### config.mk
export PLATFORM = sky130hd
export DESIGN_NAME = key_count_source
export DESIGN_NICKNAME = d
export VERILOG_FILES = /design/src/rtl/key_count_source.sv
export SDC_FILE = /design/constraint.sdc
export NUM_CORES = 1
export LEC_CHECK = 0
export ABC_AREA = 1
export CAP_MARGIN = 10
export CORE_UTILIZATION = 45
export CTS_CLUSTER_DIAMETER = 40
export DETAILED_ROUTE_END_ITERATION = 12
export SYNTH_ARGS = -nofsm -noshare
export SYNTH_HDL_FRONTEND = slang
export SYNTH_SLANG_ARGS = --single-unit
### constraint.sdc
create_clock -name CLOCK_50 -period 2.2 [get_ports CLOCK_50]
set_input_delay 0.22 -clock CLOCK_50 [delete_from_list [all_inputs] [get_ports CLOCK_50]]
set_output_delay 0.22 -clock CLOCK_50 [all_outputs]
set_load 0.01 [all_outputs]
### src/rtl/key_count_source.sv
// Pushbutton front end for the hex display: sync, debounce and
// turn press events into a registered 4-bit count.
module key_count_source #(
  parameter int DEBOUNCE_CYCLES = 1000000,
  parameter bit WRAP            = 1'b1
) (
  input  logic       CLOCK_50,
  input  logic       RESET_N,
  input  logic [3:0] KEY,
  input  logic [3:0] SW,
  output logic [3:0] VALUE,
  output logic       VALUE_STB,
  output logic [3:0] KEY_LVL
);

  localparam int CW = $clog2(DEBOUNCE_CYCLES + 1);
  localparam logic [CW-1:0] C_LAST = CW'(DEBOUNCE_CYCLES - 1);
  localparam logic [CW-1:0] C_ONE  = CW'(1);

  logic [3:0] r_s1;
  logic [3:0] r_s2;
  logic [3:0] r_st;
  logic [3:0] w_st_nxt;
  logic [3:0] w_ev;
  logic [3:0] r_value;
  logic [3:0] w_value_nxt;
  logic [3:0] w_inc;
  logic [3:0] w_dec;
  logic       r_stb;

  always_ff @(posedge CLOCK_50 or negedge RESET_N) begin
    if (!RESET_N) begin
      r_s1 <= 4'h0;
      r_s2 <= 4'h0;
    end else begin
      r_s1 <= ~KEY;
      r_s2 <= r_s1;
    end
  end

  // A level change needs DEBOUNCE_CYCLES back-to-back disagreeing samples.
  for (genvar g = 0; g < 4; g++) begin : g_db
    logic          w_diff;
    logic          w_done;
    logic [CW-1:0] r_cnt;

    assign w_diff      = r_s2[g] ^ r_st[g];
    assign w_done      = w_diff && (r_cnt == C_LAST);
    assign w_st_nxt[g] = r_st[g] ^ w_done;

    always_ff @(posedge CLOCK_50 or negedge RESET_N) begin
      if (!RESET_N) begin
        r_cnt <= '0;
      end else if (!w_diff || w_done) begin
        r_cnt <= '0;
      end else begin
        r_cnt <= r_cnt + C_ONE;
      end
    end
  end

  always_ff @(posedge CLOCK_50 or negedge RESET_N) begin
    if (!RESET_N) begin
      r_st <= 4'h0;
    end else begin
      r_st <= w_st_nxt;
    end
  end

  assign w_ev = w_st_nxt & ~r_st;

  always_comb begin
    w_inc = r_value + 4'h1;
    w_dec = r_value - 4'h1;
    if (!WRAP && (r_value == 4'hF)) begin
      w_inc = 4'hF;
    end
    if (!WRAP && (r_value == 4'h0)) begin
      w_dec = 4'h0;
    end
  end

  always_comb begin
    w_value_nxt = r_value;
    if (w_ev[2]) begin
      w_value_nxt = 4'h0;
    end else if (w_ev[3]) begin
      w_value_nxt = SW;
    end else if (w_ev[0] && w_ev[1]) begin
      w_value_nxt = r_value;
    end else if (w_ev[0]) begin
      w_value_nxt = w_inc;
    end else if (w_ev[1]) begin
      w_value_nxt = w_dec;
    end
  end

  always_ff @(posedge CLOCK_50 or negedge RESET_N) begin
    if (!RESET_N) begin
      r_value <= 4'h0;
      r_stb   <= 1'b0;
    end else begin
      r_value <= w_value_nxt;
      r_stb   <= (w_value_nxt != r_value);
    end
  end

  assign VALUE     = r_value;
  assign VALUE_STB = r_stb;
  assign KEY_LVL   = r_st;

endmodule

# == After elaboration in Yosys (flattened, before gate mapping) ==
# Cells that the tools add are included.
# W data, S select, Z words.
# op_classes
n_addsub,6
eq_ne,5
muxes,9
bitwise,11
n_reduce_logical,13
# op_table
cell,count
$add A20 B1 Y20 const B,4
$eq A20 B20 Y1 const B,4
$mux W20,4
$mux W4,5
$not A4 Y4,2
$xor A1 B1 Y1,8
$logic_and A1 B1 Y1,5
$add A4 B1 Y4 const B,1
$and A4 B4 Y4,1
$logic_not A1 Y1,4
$logic_or A1 B1 Y1,4
$ne A4 B4 Y1,1
$sub A4 B1 Y4 const B,1
# totals
regBits,97
inputBits,10
elab_cells,53

# == Longest topological paths before layout ==
# depth
depth_word,10
depth_mapped,17

# == Worst setup path after synthesis ==
# OpenSTA, ideal clock, no wires.
# synth_path
kind,reg2reg
startpoint,reg g_db[0].r_cnt[0]
endpoint,"reg r_stb, in the netlist VALUE_STB"
setup_time_ns,0.118
t_arrival_ns,1.645
setup_slack_ns,0.438
path_stages_with_launch,17
n_path_buf,0
period_less_slack_ns,1.762
cell_sequence,dfrtp_1 ha_1 nand2_1 nor2_1 nand2_1 nor2_2 nand3_2 nor2_2 inv_1 nand3_1 nand2_1 nand3_1 nand2_1 nand2_1 nand2_1 inv_1 nand2_1
# synth_via
elab_chain_len,9
word_cells_on_any_way,10
cone_classes,eq/ne (2); mux (4); bitwise (2); reduce/logical (2)
# synth_rtl
item,line_no,text
start: declaration,45,logic [CW-1:0] r_cnt;
start signal: assignment,57,r_cnt <= r_cnt + C_ONE;
$eq A20 B20 Y1 *,48,assign w_done = w_diff && (r_cnt == C_LAST);
$logic_and A1 B1 Y1 *,48,
$xor A1 B1 Y1 *,49,assign w_st_nxt[g] = r_st[g] ^ w_done;
$and A4 B4 Y4 *,70,assign w_ev = w_st_nxt & ~r_st;
$mux W4 or $logic_and A1 B1 Y1 (tied branches),"91, 89",
$mux W4 *,89,end else if (w_ev[0] && w_ev[1]) begin
$mux W4 *,87,end else if (w_ev[3]) begin
$mux W4 *,85,if (w_ev[2]) begin
$ne A4 B4 Y1 *,104,r_stb <= (w_value_nxt != r_value);
end signal: assignment,104,
end: declaration,29,logic r_stb;
# Mark *: on every way between the ends. The rest lies on a longest branch, timed or not.

# == Worst setup path in the final report ==
# layout_path
startpoint,reg g_db[0].r_cnt[0]
endpoint,reg g_db[0].r_cnt[18]
# layout_via
elab_chain_len,4
word_cells_on_any_way,5
cone_classes,add/sub (1); eq/ne (1); mux (1); reduce/logical (2)
# layout_rtl
item,line_no,text
"parallel branches: the longest is 3 deep, another holds $add A20 B1 Y20",-,
$mux W20 *,54,end else if (!w_diff || w_done) begin
# Every way passes the cells marked *.

==> results.txt <==
* Post-layout instance count excluding filler cells: 811
- Share of the yosys chip area belonging to registers: 0.4698
- For this run, global-route usage on met1 was measured as 0.2536.
* Kind of capture point of the worst setup path: flop
- The floorplan has 38 rows.
- In the global route stage, met2 resource usage came out at 0.2942.
* Most numerous cell types in the synthesized netlist: sky130_fd_sc_hd__nand2_1 (104), sky130_fd_sc_hd__nor2_1 (102), sky130_fd_sc_hd__dfrtp_1 (97), sky130_fd_sc_hd__inv_1 (81), sky130_fd_sc_hd__a21oi_1 (40)
- When the netlist entered floorplanning its net count stood at 649.
* Final critical-path share of the clock period: 0.8936
- After synthesis the cells add up to 5166 µm².
* Floorplan die area: 11910 µm²
- The post-synthesis compound-gate area fraction is 0.08428.
* Upper clock frequency limit: 508.7 MHz
- Cell with the largest stage delay on the worst path: sky130_fd_sc_hd__dfrtp_1
* Via count: 4067
* Number of clock buffers inserted by TritonCTS: 9
- Status: finished, final reports clean
- For the final routed database, the setup TNS stands at 0 ns.
- Source of the worst hold timing path: r_s1[2]
- For this block, the initial DRC count from the detailed router was 136.
* Mux cell area share after synthesis: 0
- The startpoint identified for the worst register-to-register timing path is g_db[0].r_cnt[0].
* Synthesized area divided by synthesized cell count: 8.161 µm²
* Post-Place Worst Slack: 0.1408 ns
- For the pin with the worst max-slew slack, the measured transition is 0.5095 ns.
- Worst vdd ir: 0.0003660 V
- Routed WL per cell: 12.26 µm
- The initial antenna violation count is 0.
- For hold timing, the worst endpoint is r_s2[2].
- STA classifies the critical path startpoint as a flop.
- Final worst clock skew: 0.005230 ns
* Final WS setup: 0.2341 ns
- For this design the static power due to leakage is 2.661 nW.
* Grt total ovfl: 0
- Largest net degree at the start of global routing: 64
* Cell count of the worst reg-to-reg path: 11
- For this run, asynchronously set or reset flops after synthesis account for 1.000.
- Input and output buffers added on the ports amount to 18.
* Clock period minus worst slack: 1.966 ns
- Clk sinks: 97
* Gate count of the mapped netlist: 633
- Along the worst hold path, the cell count comes to 0.
- DRC violations left: 0
* Post-Synth Simple-Gate Area: 0.3429
- The final layout contains 683 nets.
* Reg-to-reg endpoint: g_db[0].r_cnt[18]
* Number of nets with antenna violations after routing: 0
- For met3 alone, demand over resource in global routing was 0.03288.
- Tightest hold margin: 0.3476 ns
- I/O Pins: 19
* Clock insertion delay at the later pin of the skew report: 0.35 ns
* Placed Cells: 791
- Across the run, the number of max-cap violations was 0.
- Area share of the largest cell type after synthesis: 0.4698
- Drt total wl: 9941 µm
- Die width: 109.1 µm
- At the worst endpoint, the arrival time is 2.20 ns.
- Largest family of logic cells by synthesized area: simple AND/OR/NAND/NOR gates
- Ranked by total cell area, the synthesized netlist is headed by sky130_fd_sc_hd__dfrtp_1 (47%), sky130_fd_sc_hd__nand2_1 (7.6%), sky130_fd_sc_hd__nor2_1 (7.4%).
- Final Wtd Congestion: 0.8164
- During synthesis, Yosys emitted a total of 0 warnings.
* Relative area change from synthesis to final layout: 13.83%
- In this design, the stage delay of the slowest critical-path cell is 0.42 ns.
- The layer flagged by global routing as most heavily used is met2.
- For flop-to-flop paths, the worst setup slack is 0.23 ns.
- Final count of hold timing violations: 0
- CTS built an H-tree with a depth of 3.
- Dividing the detail-routed via count by the number of cells gives 5.015.
- Of the total synthesized cell area, the portion taken by full adders, half adders and majority gates is 0.01453.
- Setup repair after global routing could not meet its margin everywhere.
* Worst Setup Path Type: flop to flop
* Hold/Removal Path Class: flop to flop
* Required time of the worst setup path: 2.44 ns
* Cell type with the largest total area after synthesis: sky130_fd_sc_hd__dfrtp_1
- Of the cells placed in the final design, the portion with a size suffix greater than 1 is 0.1446.
- Number of detailed-route iterations in the first pass: 4
* Final Setup Violations: 0
- Number of global-route vias before repair: 3785
- After clock tree synthesis, the clock-pin slew on the worst setup and hold paths is 0.06 ns.
- Counting flops with a built-in enable in the synthesized netlist gives 0.
- Of the total synthesized cell area, the portion taken by XOR and XNOR cells is 0.01865.
- Cell breakdown of the critical path: ha_4 -> nand3_2 -> nor3_1 -> nand2_1 -> inv_1 -> nand3_1 -> nor2_2 -> nand3_1 -> nor2_2 -> a21oi_1 -> o21a_1
- sky130_fd_sc_hd__nand2_1 is the most common cell in the netlist.
* Max clock buf depth: 2
* Max-slew headroom at the worst pin: 0.6572
- Yosys mapped the design onto 37 distinct sky130hd cell types.
- In this run the power density over the cells is 579.9 nW/µm².
- The final number of max-transition violations is 0.
* Number of diodes: 0
* Area of the core region: 11030 µm²
- Number of flip-flops and latches in the synthesized netlist: 97
- The most used flip-flop cell after synthesis is sky130_fd_sc_hd__dfrtp_1.
- In this run the vertical extent of the chip is 109.1 µm.
- Clock tree from TritonCTS: done
- Summed over all nets, the half-perimeter wirelength after detailed placement is 7203 µm.
- Global routing usage summed across all routing layers: 0.1868
* Critical Path Fanout Max: 4
* Wire length of the first global-routing pass: 17200 µm
- The cell sitting at the root of the clock tree is a sky130_fd_sc_hd__clkbuf_16.
- Initial standard-cell utilization of the core: 0.4684
==> placed cells by master (no fill, tap or decap), types with 15 or more instances in the layout <==
cell	netlist	final
sky130_fd_sc_hd__nand3_1	28	27
sky130_fd_sc_hd__o21ai_0	21	19
sky130_fd_sc_hd__dfrtp_1	97	97
sky130_fd_sc_hd__nand2_2	15	17
sky130_fd_sc_hd__inv_1	81	80
sky130_fd_sc_hd__nand2_1	104	102
sky130_fd_sc_hd__nor3_1	21	21
sky130_fd_sc_hd__a21oi_1	40	40
sky130_fd_sc_hd__nor2_2	15	15
sky130_fd_sc_hd__nand4_1	19	19
sky130_fd_sc_hd__nor2_1	102	101
sky130_fd_sc_hd__clkdlybuf4s50_1	0	17
==> where the power goes <==
group	internal (W)	switching, W	total, W
combinational	0.0000509	0.0000904	0.000141
clock	0.000784	0.000657	0.00144
sequential	0.00181	0.0000200	0.00183
==> registers in the layout (all words and copies together) (netlist names) <==
register and cells:
KEY_LVL 4, VALUE 4, VALUE_STB 1, g_db.r_cnt 80, r_s1 4, r_s2 4
==> final cells by class <==
cell class                 count  area, µm²
sequential                    97       2427
fill                        1011       5150
timing repair buffer          28      267.8
multi-input combinational    441       2409
clock buffer                  11      242.7
tap                          140      175.2
clock inverter                 4      20.02
inverter                      90      339.1
==> per-stage QoR <==
stage | power, W | utilization | cell area, µm²
6_report | 0.003410 | 0.5331 | 5881
5_1_grt | 0.003543 | 0.5331 | 5881
4_1_cts | 0.003443 | 0.5277 | 5821
3_5_place_dp | 0.001999 | 0.5029 | 5548
3_3_place_gp | 0.001995 | 0.5029 | 5548
2_1_floorplan | 0.001919 | - | 5166
==> layer usage <==
layer,up-vias,share of wire
li1,2119,-
met1,1898,0.51
met2,36,0.45
met3,14,0.023
met4,0,0.017
met5,-,0
==> cells by family after synthesis <==
| logic type | count (synthesis) |
|---|---|
| simple gates | 345 |
| flops | 97 |
| buf+inv | 95 |
| compound gates | 79 |
| xor+xnor | 11 |
| fa+ha+maj | 6 |
==> timing repair <==
action,4_1_cts,5_1_grt
setup endpoints to repair,0,2
endpoints found under the hold margin,34,0
resized for setup,0,9
setup buffers,0,4
hold buffers,1,0
==> how the worst max path moves through the flow <==
stage                           from           endpoint  slack (ns)
finish              g_db[0].r_cnt[0]  g_db[0].r_cnt[18]        0.23
global route        g_db[3].r_cnt[0]          VALUE_STB      -0.001
CTS                 g_db[3].r_cnt[0]          VALUE_STB        0.14
detailed placement  g_db[3].r_cnt[0]          VALUE_STB        0.14
global placement    g_db[3].r_cnt[0]          VALUE_STB        0.17
floorplan           g_db[0].r_cnt[0]          VALUE_STB        0.44
==> critical path, delay by kind of cell (launching register included) <==
family,cells,cell delay (ns)
AOI/OAI and AO/OA,2,0.19
DFF,1,0.42
and+or+nand+nor,7,0.99
buffers and inverters,1,0.08
adders and majority gates,1,0.17
(Power assumes the default switching activity.)
